<file path="src/rtl/rc4_keystream_xor_stage.sv">
// rc4_keystream_xor_stage
//   Drives an RC4 keystream generator and decrypts one message per start pulse.
//   The generator is asked to build its S-array once, then one keystream byte
//   is requested per ciphertext byte. Each keystream byte is XORed with one
//   ciphertext byte and the result goes out on the plaintext stream.
//
// Optional feature (macro RC4_XOR_CHECKSUM_EN):
//   Adds csum_o, the mod-256 sum of all plaintext bytes accepted downstream.
//   It is cleared on an accepted start_i and holds its value after done_o.
//
// Ports
//   clk, rst          : clock, synchronous active-high reset
//   start_i           : 1-cycle pulse, begins a message (IDLE/ERR only)
//   msg_len_i         : message length in bytes, sampled with start_i
//   gen_state_arr_o   : to generator, request S-array build (held in INIT)
//   gen_val_o         : to generator, request one keystream byte (1 cycle)
//   sarr_generated_i  : from generator, S-array build complete
//   val_ready_i       : from generator, keystream_i valid this cycle
//   keystream_i       : from generator, keystream byte
//   cipher_*          : ciphertext input stream
//   plain_*           : plaintext output stream
//   busy_o            : high in every state except IDLE
//   done_o            : 1-cycle pulse after the last byte is accepted
//   err_o             : generator timeout; cleared by rst or the next start_i
//   csum_o            : plaintext checksum (RC4_XOR_CHECKSUM_EN only)
//   dbg_state_o       : current FSM state encoding
//
// Handshake rule for both streams: a byte transfers on a rising edge where
// valid and ready are both high; the producer holds valid and data stable
// until that edge.
module rc4_keystream_xor_stage #(
    parameter int LEN_W      = 16,
    parameter int KS_TIMEOUT = 1023
) (
    input  logic             clk,
    input  logic             rst,
    input  logic             start_i,
    input  logic [LEN_W-1:0] msg_len_i,
    output logic             gen_state_arr_o,
    output logic             gen_val_o,
    input  logic             sarr_generated_i,
    input  logic             val_ready_i,
    input  logic [7:0]       keystream_i,
    input  logic             cipher_valid_i,
    input  logic [7:0]       cipher_data_i,
    output logic             cipher_ready_o,
    output logic             plain_valid_o,
    output logic [7:0]       plain_data_o,
    input  logic             plain_ready_i,
    output logic             busy_o,
    output logic             done_o,
    output logic             err_o,
`ifdef RC4_XOR_CHECKSUM_EN
    output logic [7:0]       csum_o,
`endif
    output logic [2:0]       dbg_state_o
);

    localparam int TO_W = $clog2(KS_TIMEOUT + 1);

    typedef enum logic [2:0] {
        ST_IDLE = 3'd0,
        ST_INIT = 3'd1,
        ST_REQ  = 3'd2,
        ST_WAIT = 3'd3,
        ST_CIN  = 3'd4,
        ST_OUT  = 3'd5,
        ST_ERR  = 3'd6
    } state_t;

    state_t           state_q, state_d;
    logic [LEN_W-1:0] len_q;
    logic [LEN_W-1:0] cnt_q;
    logic [LEN_W-1:0] cnt_inc;
    logic [TO_W-1:0]  to_cnt_q, to_cnt_d;
    logic [7:0]       ks_q;
    logic [7:0]       plain_q;
    logic             done_q, done_d;
    logic             start_acc;
    logic             ks_load;
    logic             pt_load;
    logic             out_acc;
    logic             timed_out;

    assign cnt_inc   = cnt_q + LEN_W'(1);
    assign timed_out = (to_cnt_q == TO_W'(KS_TIMEOUT));

    always_comb begin
        state_d   = state_q;
        done_d    = 1'b0;
        start_acc = 1'b0;
        ks_load   = 1'b0;
        pt_load   = 1'b0;
        out_acc   = 1'b0;
        case (state_q)
            ST_IDLE, ST_ERR: begin
                if (start_i) begin
                    start_acc = 1'b1;
                    if (msg_len_i != '0) begin
                        state_d = ST_INIT;
                    end else begin
                        state_d = ST_IDLE;
                        done_d  = 1'b1;
                    end
                end
            end
            ST_INIT: begin
                if (sarr_generated_i)  state_d = ST_REQ;
                else if (timed_out)    state_d = ST_ERR;
            end
            // One-cycle request; a val_ready_i seen here is not for us yet.
            ST_REQ: state_d = ST_WAIT;
            ST_WAIT: begin
                if (val_ready_i) begin
                    ks_load = 1'b1;
                    state_d = ST_CIN;
                end else if (timed_out) begin
                    state_d = ST_ERR;
                end
            end
            ST_CIN: begin
                if (cipher_valid_i) begin
                    pt_load = 1'b1;
                    state_d = ST_OUT;
                end
            end
            ST_OUT: begin
                if (plain_ready_i) begin
                    out_acc = 1'b1;
                    if (cnt_inc == len_q) begin
                        state_d = ST_IDLE;
                        done_d  = 1'b1;
                    end else begin
                        state_d = ST_REQ;
                    end
                end
            end
            default: state_d = ST_IDLE;
        endcase
    end

    // Timeout counter restarts on every state change and only runs while
    // waiting on the generator.
    always_comb begin
        to_cnt_d = to_cnt_q;
        if (state_d != state_q)
            to_cnt_d = '0;
        else if (state_q == ST_INIT || state_q == ST_WAIT)
            to_cnt_d = to_cnt_q + TO_W'(1);
    end

    always_ff @(posedge clk) begin
        if (rst) begin
            state_q  <= ST_IDLE;
            len_q    <= '0;
            cnt_q    <= '0;
            to_cnt_q <= '0;
            ks_q     <= '0;
            plain_q  <= '0;
            done_q   <= 1'b0;
        end else begin
            state_q  <= state_d;
            to_cnt_q <= to_cnt_d;
            done_q   <= done_d;
            if (start_acc) begin
                len_q <= msg_len_i;
                cnt_q <= '0;
            end else if (out_acc) begin
                cnt_q <= cnt_inc;
            end
            if (ks_load) ks_q    <= keystream_i;
            if (pt_load) plain_q <= cipher_data_i ^ ks_q;
        end
    end

`ifdef RC4_XOR_CHECKSUM_EN
    logic [7:0] csum_q;

    always_ff @(posedge clk) begin
        if (rst)            csum_q <= '0;
        else if (start_acc) csum_q <= '0;
        else if (out_acc)   csum_q <= csum_q + plain_q;
    end

    assign csum_o = csum_q;
`endif

    // Moore outputs decoded straight from the state register.
    assign gen_state_arr_o = (state_q == ST_INIT);
    assign gen_val_o       = (state_q == ST_REQ);
    assign cipher_ready_o  = (state_q == ST_CIN);
    assign plain_valid_o   = (state_q == ST_OUT);
    assign plain_data_o    = plain_q;
    assign busy_o          = (state_q != ST_IDLE);
    assign done_o          = done_q;
    assign err_o           = (state_q == ST_ERR);
    assign dbg_state_o     = state_q;

endmodule

</file>
<file path="config.mk">
export PLATFORM = sky130hd
export DESIGN_NAME = rc4_keystream_xor_stage
export DESIGN_NICKNAME = d
export VERILOG_FILES = /design/src/rtl/rc4_keystream_xor_stage.sv
export SDC_FILE = /design/constraint.sdc
export NUM_CORES = 1
export LEC_CHECK = 0
export BUFFER_PORTS_ARGS = -buffer_cell sky130_fd_sc_hd__buf_2
export CAP_MARGIN = 20
export CORE_ASPECT_RATIO = 0.7
export CORE_MARGIN = 3
export CORE_UTILIZATION = 45
export CTS_CLUSTER_SIZE = 12
export DETAILED_ROUTE_END_ITERATION = 10
export GPL_ROUTABILITY_DRIVEN = 0
export PLACE_DENSITY = 0.66
export SLEW_MARGIN = 20
export SYNTH_ARGS = -nofsm -noshare
export SYNTH_HDL_FRONTEND = slang
export SYNTH_SLANG_ARGS = --single-unit
</file>
<file path="constraint.sdc">
create_clock -name clk -period 2.65 [get_ports clk]
set_clock_uncertainty 0.15 [all_clocks]
set_input_delay 0.1325 -clock clk [delete_from_list [all_inputs] [get_ports clk]]
set_output_delay 0.1325 -clock clk [all_outputs]
set_load 0.03 [all_outputs]
</file>
### After elaboration in Yosys (flattened, before gate mapping)

Index checks and enable logic that the tools add are counted.

| word-level totals | value |
|---|---|
| register bits after elaboration | 62 |
| input port bits | 39 |
| output and inout bits | 18 |
| logic and storage cells | 48 |

| operators by class | value |
|---|---|
| $add $sub $neg | 2 |
| equality and inequality tests | 9 |
| multiplexer cells | 22 |
| bitwise gates (word level) | 1 |
| reductions and logical operators | 7 |

Operator list:

| kind | count |
|---|---|
| 2-to-1 mux 3 bit | 6 |
| case mux 3 bit (6 select lines) | 1 |
| adder 16 x 1 -> 16 bit, second input constant | 1 |
| equality test 16 bit | 1 |
| nonzero test 16 bit | 1 |
| 2-to-1 mux 1 bit | 13 |
| adder 10 x 1 -> 10 bit, second input constant | 1 |
| equality test 10 bit, second input constant | 1 |
| equality test 3 bit, second input constant | 3 |
| XOR 8 bit | 1 |
| equality test 3 x 2 -> 1 bit, second input constant | 2 |
| OR reduction 2 bit | 3 |
| equality test 3 x 1 -> 1 bit, second input constant | 1 |
| logical NOT 3 bit | 1 |
| inequality test 3 bit | 1 |
| nonzero test 3 bit | 1 |
| 2-to-1 mux 2 bit | 1 |
| case mux 1 bit (2 select lines) | 1 |
| logical OR 1 bit | 1 |

### Longest topological paths before layout

Gate-level depths: netlist of the first run.

| logic depth | value |
|---|---|
| depth in word-level cells | 7 |
| mapped depth | 9 |
| depth with buffers taken out | 8 |

### Least setup slack after synthesis of the first run

OpenSTA, ideal clock, no wires.

| timing path | value |
|---|---|
| path kind | reg-to-reg |
| start point | register state_q[2], in the netlist dbg_state_o[2] |
| end point | register plain_q[5], in the netlist plain_data_o[5] |
| setup time | 0.086 ns |
| arrival | 2.304 ns |
| required time | 2.414 ns |
| setup slack | 0.111 ns |
| stages on the path, launching flop included | 8 |
| path buffers | 2 |
| period minus slack after synthesis | 2.539 ns |
| path through | dfxtp_1 inv_1 nor3_1 and2_1 clkbuf_1 clkbuf_1 nor2_1 a211oi_1 |

| on the way | value |
|---|---|
| cells in the longest elaborated chain, start to end | 2 |

Ends and longest elaborated chain:

| item | RTL line | source |
|---|---|---|
| start, declared | 71 | `state_t state_q, state_d;` |
| start signal, assigned | 162 | `state_q <= state_d;` |
| equality test 3 bit | -- |  |
| named net cipher_ready_o | 46 | `output logic cipher_ready_o,` |
| 2-to-1 mux 1 bit | 95 | `case (state_q)` |
| end signal, assigned | 172 | `if (pt_load) plain_q <= cipher_data_i ^ ks_q;` |
| end, declared | 77 | `logic [7:0] plain_q;` |

The timed path passes the listed nets, and every way through them passes these cells.
A chain may end at the register's enable or synchronous reset.

### Final worst setup path of the first run

| timing path | value |
|---|---|
| start point | input msg_len_i[8] |
| end point | register to_cnt_q[2] |

| on the way | value |
|---|---|
| cells in the longest elaborated chain, start to end | 6 |

Ends and longest elaborated chain:

| item | RTL line | source |
|---|---|---|
| start, declared | 38 | `input logic [LEN_W-1:0] msg_len_i,` |
| nonzero test 16 bit | 99 | `if (msg_len_i != '0) begin` |
| 2-to-1 mux 1 bit | 99 |  |
| 2-to-1 mux 3 bit | 97 | `if (start_i) begin` |
| case mux 3 bit (6 select lines) | 95 |  |
| inequality test 3 bit | 146 | `if (state_d != state_q)` |
| OR reduction 2 bit (no source line) | -- |  |
| end signal, assigned | 163 | `to_cnt_q <= to_cnt_d;` |
| end, declared | 75 | `logic [TO_W-1:0] to_cnt_q, to_cnt_d;` |

No other way between the ends.

==> results.cfg, run 1 <==
[cts]
cts_made_buffers = 9
clk_latency_ns = 0.35
cts_max_path_buffers = 2
tritoncts = done
cts.root.buffer_cell = clkbuf_8
numClockSinks = 62
postCtsSetupRepairBufs = 0
clk_pin_slew_worst_paths_ns = 0.08
cts-htree-levels = 3

[detailed_routing]
totalWireLength_mm = 8.23
route.antenna.remaining_nets = 0
first_pass_iters = 4
num_vias = 2929
drt-vias-per-instance = 5.12
detailedRoute.firstIterationViolations = 120
routedWlPerCell_um = 14.4
drc_errors = 0

[layout]
finalCoreUtilization_pct = 60.4
num-nets-final = 514
area_growth_pct = 27.2
fillCellCount = 616
drive_gt1_share_pct = 22.8
num_antenna_cells = 0

[synth]
postSynthRegisterBits = 62
asyncSetResetFlopFracSynth_pct = 0
post_synthesis_area_per_instance_sq_um = 8.44
post_synthesis_cell_count = 387
yosysSeqAreaShare_pct = 38.0
synth_ff_type = dfxtp_1
synthesis.area_sq_um = 3270
synth_nets = 428
yosys.cell_types.count = 50
ys.warnings.count = 0
synth_edf_count = 0

[global_routing]
grt_pass1_vias = 2937
grt_pass1_wl_mm = 13.7
maximum_number_of_pins_on_one_net_before_global_route_repair = 22
grt_use_total_pct = 21.0
antenna_found_initial = 0
grt_overflow = 0

[setup_path]
crit_path_max_fanout = 10
critPathSlowestCell = a2111o_2
data_required_critical_path_ns = 2.78
crit_family = compound AO/OA/AOI/OAI gates
timing.critical_path.cells = dlygate4sd3_1 -> buf_2 -> nor4_1 -> nand2_1 -> o31ai_4 -> o221ai_2 -> nor2b_4 -> a2111o_2 -> nor2_2
cp-end-kind = flip-flop
critical_path.max_stage_delay_ns = 0.61
critPathBufInv = 2
element_type_at_the_critical_path_start = input port
arrival_ns = 2.58
critPathKind = in2reg

[timing]
finalCritPeriodShare_pct = 92.5
fin_crit_ns = 2.45
timing.fmax_mhz = 408
max_slew.worst_pin.slew_ns = 0.682
final_count_of_negative_setup_slack_endpoints = 0
report.final.slew_viol_count = 0
totalNegativeSetupSlack_ns = 0
unrepaired_setup_endpoints_after_global_routing = no
hold_viol = 0
slew_headroom_pct = 54.3

[floorplanning]
io_pins = 57
fp.coreArea_sq_um = 6880
initial_core_util_pct = 47.5
core.rowCount = 25
die_height_um = 77.3
die_w_um = 108
die_area_sq_um = 8330

[pwr]
power.static_leakage_nw = 1.57
cell_area_power_density_nw_per_um2 = 523
irDropWorstVdd_mv = 0.314

[placement]
detailed_place_hpwl_mm = 6.00
io_buffer_count = 56

[run]
timing.max_cap.violations = 0

[worst_hold_path]
class_of_the_tightest_hold_or_removal_check = in2reg

[outcome]
outcome = complete, no violations
==> metal layers <==
| metal | GRT usage (%) | up-vias | part of all wire [%] |
|---|---|---|---|
| met4 | 5.55 | 0 | 0.78 |
| met1 | 29.3 | 1353 | 51 |
| met3 | 7.06 | 6 | 5.3 |
| met2 | 30.8 | 66 | 43 |
| met5 | 0 | - | 0 |
| li1 | - | 1504 | - |
==> repair_timing <==
item                       in CTS  in global routing
hold endpoints to repair       32                  0
hold buffers                   32                  0
setup endpoints to repair       0                  3
gates resized for setup         0                  4
==> cell usage in the layout (no fill, tap or decap), drive strengths merged, types with 9 or more instances in the layout <==
cell and n:
buf 66, nand3 15, nand2 43, o21ai 12, xor2 22, a211oi 9
xnor2 26, mux2i 17, a21oi 19, nor3 11, dfxtp 62, nor2 63
dlygate4sd3 32, clkbuf 9
==> synthesized netlist by cell type (2+ instances only) <==
library cell / instances / area (sq um)
a2111oi_2: 2 / 30.0
a211oi_1: 8 / 60.1
a21boi_0: 2 / 15.0
a21oi_1: 18 / 90.1
a31oi_1: 5 / 31.3
and4_1: 2 / 17.5
buf_2: 8 / 40.0
buf_6: 2 / 22.5
clkbuf_1: 12 / 45.0
dfxtp_1: 62 / 1240
ha_1: 2 / 25.0
inv_1: 5 / 18.8
mux2i_1: 17 / 170
nand2_1: 43 / 161
nand2b_1: 5 / 31.3
nand3_1: 15 / 75.1
nand4_1: 6 / 37.5
nor2_1: 54 / 203
nor2_2: 8 / 50.1
nor2b_1: 2 / 12.5
nor3_1: 10 / 50.1
nor3b_1: 2 / 15.0
nor4_1: 5 / 31.3
o21a_1: 2 / 15.0
o21ai_0: 12 / 60.1
o221ai_2: 2 / 30.0
or3_1: 7 / 43.8
xnor2_1: 26 / 228
xor2_1: 22 / 193
==> flip-flops by register name, summed over array words and instances, names as in the netlist <==
signal	count
to_cnt_q	10
ks_q	8
len_q	16
done_o	1
plain_data_o	8
cnt_q	16
dbg_state_o	3
==> per-stage QoR <==
step / instance area [sq um] / hold slack (ns) / instances / power (mW) / setup slack (ns)
after global routing: 4160 / 0.0493 / 572 / 2.28 / 0.0190
after CTS: 4140 / 0.00926 / 572 / 2.19 / 0.134
final: 4160 / 0.0298 / 572 / 2.17 / 0.200
after floorplan: 3270 / 0.118 / 387 / 1.25 / 0.111
after global placement: 3630 / 0.224 / 524 / 1.34 / 0.291
after detailed placement: 3630 / 0.229 / 524 / 1.35 / 0.162
==> cells by family after synthesis <==
kind of cell	share of synthesized area (%)
AOI/OAI and AO/OA	12.5
xor gates and xnor gates	12.9
adders and majority gates	0.766
buffers and inverters	4.10
DFF	38.0
muxes	5.21
and+or+nand+nor	26.5
==> layout make-up <==
| type | count | area, sq um | share of cell area, % |
|---|---|---|---|
| clock buffers | 9 | 124 | 2.98 |
| clock inverters | 7 | 65.1 | 1.57 |
| inverters | 5 | 18.8 | 0.452 |
| multi-input cells | 297 | 1910 | 46.0 |
| flip-flops and latches | 62 | 1240 | 29.9 |
| well taps | 94 | 118 | 2.83 |
| repair buffers | 98 | 676 | 16.3 |
==> worst reg2reg max path: cells and delay by family, from the launching register on <==
| family | cells | cell delay, ns |
|---|---|---|
| adders and majority gates | 1 | 0.28 |
| and+or+nand+nor | 2 | 0.48 |
| AOI/OAI and AO/OA | 5 | 0.94 |
| DFF | 1 | 0.43 |
==> worst paths after layout <==
kind                            depth (start not counted)                        end  slack (ns)                   from
worst max-delay path                                    9   to_cnt_q[2]$_SDFFE_PP0P_        0.20           msg_len_i[8]
worst min-delay path                                    4  dbg_state_o[2]$_SDFF_PP0_        0.03       sarr_generated_i
worst max register to register                          8  dbg_state_o[1]$_SDFF_PP0_        0.22  cnt_q[0]$_SDFFE_PP0P_
worst min register to register                          2       ks_q[0]$_SDFFE_PP0P_        0.32   ks_q[0]$_SDFFE_PP0P_
==> where the power goes <==
| group | switching, mW | total (mW) | internal (mW) |
|---|---|---|---|
| registers | 0.0362 | 0.999 | 0.963 |
| clock network | 0.381 | 0.808 | 0.427 |
| logic | 0.196 | 0.366 | 0.170 |
No activity file was read; power rests on OpenSTA's default activity.
==> run 2, diff against run 1 <==
--- a/config.mk
+++ b/config.mk
@@ -5,6 +5,7 @@
 export SDC_FILE = /design/constraint.sdc
 export NUM_CORES = 1
 export LEC_CHECK = 0
+export ABC_AREA = 1
 export BUFFER_PORTS_ARGS = -buffer_cell sky130_fd_sc_hd__buf_2
 export CAP_MARGIN = 20
 export CORE_ASPECT_RATIO = 0.7
@@ -14,6 +15,7 @@
 export DETAILED_ROUTE_END_ITERATION = 10
 export GPL_ROUTABILITY_DRIVEN = 0
 export PLACE_DENSITY = 0.66
+export SETUP_SLACK_MARGIN = 0.15
 export SLEW_MARGIN = 20
 export SYNTH_ARGS = -nofsm -noshare
 export SYNTH_HDL_FRONTEND = slang
==> run 2 against run 1 <==
Effect of this change: sequential cell count did not move; synthesized cell count rose by 24%; worst setup slack improved by 0.24 ns; register-to-register slack improved by 0.22 ns; fmax rose by 11%; combinational power rose by 11%; clock-buffer cell count did not move; global-route usage rose by 1.1 points; routed wire length rose by 4.8%; final cell count rose by 17%; critical path type is now reg2reg; largest cell class unchanged; highest routed layer unchanged.
==> results.cfg, run 2 <==
[layout]
layout_top_registers = cnt_q: 16 flops, len_q: 16 flops, to_cnt_q: 10 flops
final_cell_area_sq_um = 4150
drive_gt1_share_pct = 16.8
fillCellCount = 642
non_filler_cells_in_the_finished_layout = 670
layout_commonest_cell = nand2_1
num-nets-final = 613
num_antenna_cells = 0
final_cell_mix = nand2_1 (96), nor2_1 (69), dfxtp_1 (62)
area_growth_pct = 27.1

[cts]
tritoncts = done
cts.root.buffer_cell = clkbuf_8
cts_max_path_buffers = 2
cts-htree-levels = 3
clk_pin_slew_worst_paths_ns = 0.07
numClockSinks = 62
postCtsSetupRepairBufs = 0
cts_made_buffers = 9
clk_latency_ns = 0.35

[detailed_routing]
drc_errors = 0
route.antenna.remaining_nets = 0
num_vias = 3416
routedWlPerCell_um = 12.9
detailedRoute.firstIterationViolations = 164
totalWireLength_mm = 8.63
first_pass_iters = 5
drt-vias-per-instance = 5.10

[synth]
combinational_family_with_the_most_area_after_synthesis = simple AND/OR/NAND/NOR gates
synth_simple_gate_area_share_pct = 33.7
post_synthesis_cell_count = 480
synthMostInstantiatedCell = nand2_1
post-synth-top-area-cell = dfxtp_1
synth_nets = 521
synthesis.area_sq_um = 3270
yosysSeqAreaShare_pct = 38.0
ys.warnings.count = 0
synth.mux.area_fraction_pct = 0.306
synth_edf_count = 0
synth_area_in_compound_gates_pct = 13.9
synth_ff_type = dfxtp_1
post_synth_fa_ha_maj_area_fraction_pct = 0.765
postSynthRegisterBits = 62
asyncSetResetFlopFracSynth_pct = 0
post_synthesis_area_per_instance_sq_um = 6.81
yosys.cell_types.count = 38
ranking_of_synthesized_cells_by_area = dfxtp_1 (38%), nand2_1 (11%), nor2_1 (7.9%)
area_share_of_the_largest_cell_type_after_synthesis_pct = 38.0
synth_xor_area_share_pct = 5.86
post_synth_most_frequent_cells = nand2_1 (96), nor2_1 (69), dfxtp_1 (62)

[global_routing]
grt_use_total_pct = 22.0
antenna_found_initial = 0
maximum_number_of_pins_on_one_net_before_global_route_repair = 28
grt_pass1_vias = 3154
grt_overflow = 0
grt_pass1_wl_mm = 14.5

[timing]
hold_viol = 0
slew_headroom_pct = 72.3
report.final.slew_viol_count = 0
timing.fmax_mhz = 452
fin_crit_ns = 2.21
finalCritPeriodShare_pct = 83.5
unrepaired_setup_endpoints_after_global_routing = no
final_count_of_negative_setup_slack_endpoints = 0
totalNegativeSetupSlack_ns = 0
max_slew.worst_pin.slew_ns = 0.415

[setup_path]
data_required_critical_path_ns = 2.73
arrival_ns = 2.30
element_type_at_the_critical_path_start = flip-flop
crit_path_max_fanout = 5
critPathKind = reg2reg
cp-end-kind = flip-flop

[pwr]
power.static_leakage_nw = 1.82
p_sw_uw = 659
power.internal_mw = 1.57
share_comb_of_total_power_pct = 18.2
pwr-share-clk_pct = 36.0
sw_share_pct = 29.6
cell_area_power_density_nw_per_um2 = 536
irDropWorstVdd_mv = 0.273
sequentialPowerShare_pct = 45.8

[run]
timing.max_cap.violations = 0

[placement]
total_placed_instance_area_sq_um = 3660
detailed_place_hpwl_mm = 6.23
place_inst = 625
io_buffer_count = 56

[floorplanning]
die_w_um = 108
die_area_sq_um = 8340
initial_core_util_pct = 47.5
io_pins = 57
fp.coreArea_sq_um = 6880
die_height_um = 77.3
core.rowCount = 25

[outcome]
outcome = complete, no violations

[worst_hold_path]
class_of_the_tightest_hold_or_removal_check = in2reg
-- run 2: changes by cell type in the layout (fill, tap and decap cells not counted), sizes merged, moves of 15 or more --
cell,previous run,this run
a21oi,19,34
inv,5,54
mux2i,17,1
nand2,43,101
nand3,15,44
o21ai,12,45
xor2,22,7
-- run 2: kinds of logic (layout without fill, tap and decap cells) --
family | after synthesis | after routing
AOI/OAI and AO/OA | 87 | 87
DFF | 62 | 62
muxes | 1 | 1
adders and majority gates | 2 | 2
and+or+nand+nor | 243 | 243
buffers and inverters | 64 | 160
xor gates and xnor gates | 21 | 21
-- run 2: final timing paths --
| check | start | to | slack, ns | cells past startpoint |
|---|---|---|---|---|
| hold / removal | msg_len_i[7] | len_q[7]$_SDFFE_PP0P_ | 0.02 | 3 |
| setup / recovery | cnt_q[0]$_SDFFE_PP0P_ | dbg_state_o[1]$_SDFF_PP0_ | 0.44 | 14 |
| hold reg to reg | len_q[7]$_SDFFE_PP0P_ | len_q[7]$_SDFFE_PP0P_ | 0.32 | 2 |
| setup reg to reg | cnt_q[0]$_SDFFE_PP0P_ | dbg_state_o[1]$_SDFF_PP0_ | 0.44 | 14 |
-- run 2: power by group through the flow --
stage	Combinational, mW	Clock [mW]	Sequential (mW)
final	0.406	0.802	1.02
after global routing	0.453	0.875	1.03
after CTS	0.402	0.833	1.02
after detailed placement	0.367	0	1.04
after global placement	0.367	0	1.04
after floorplan	0.246	0	1.04
-- run 2: what timing repair did --
action	in CTS	in global routing
setup endpoints to repair	0	1
hold buffers	30	0
endpoints found under the hold margin	32	0
resized for setup	0	1
-- run 2: critical path, cell delays in order (launching register included) --
cell and delay (ns):
dfxtp_1 0.42, ha_1 0.22, nand3_1 0.13, nor2_1 0.28
nand2_1 0.11, nand2_1 0.10, nand2_1 0.07, nand2_1 0.06
nand2_1 0.04, nor2_1 0.11, nand2_1 0.06, nor2_1 0.17
nand2_1 0.07, nand2_1 0.06, a21oi_1 0.05
-- run 2: metrics by stage --
| step | setup slack (ns) | util, % | hold slack [ns] | total power [mW] |
|---|---|---|---|---|
| floorplan | 0.237 | - | 0.0516 | 1.29 |
| global placement | 0.547 | 53.2 | 0.204 | 1.41 |
| detailed placement | 0.469 | 53.2 | 0.213 | 1.41 |
| CTS | 0.445 | 60.3 | 0.0113 | 2.25 |
| global route | 0.157 | 60.4 | 0.0433 | 2.35 |
| finish | 0.436 | 60.4 | 0.0167 | 2.23 |
-- run 2: per-layer routing --
layer	routed length, um	up-vias	global-route usage (%)
met5	0	-	0
met4	66	0	6.05
met3	586	7	6.31
met2	3970	89	34.4
met1	4010	1570	29.7
li1	-	1750	-
-- run 2: final cells by class --
cell class | instances | area [sq um] | share of cell area, %
Sequential cell | 62 | 1240 | 29.9
Timing Repair Buffer | 91 | 618 | 14.9
Clock buffer | 9 | 124 | 2.98
Clock inverter | 6 | 63.8 | 1.54
Tap cell | 94 | 118 | 2.83
Multi-Input combinational cell | 354 | 1790 | 43.0
Inverter | 54 | 203 | 4.88
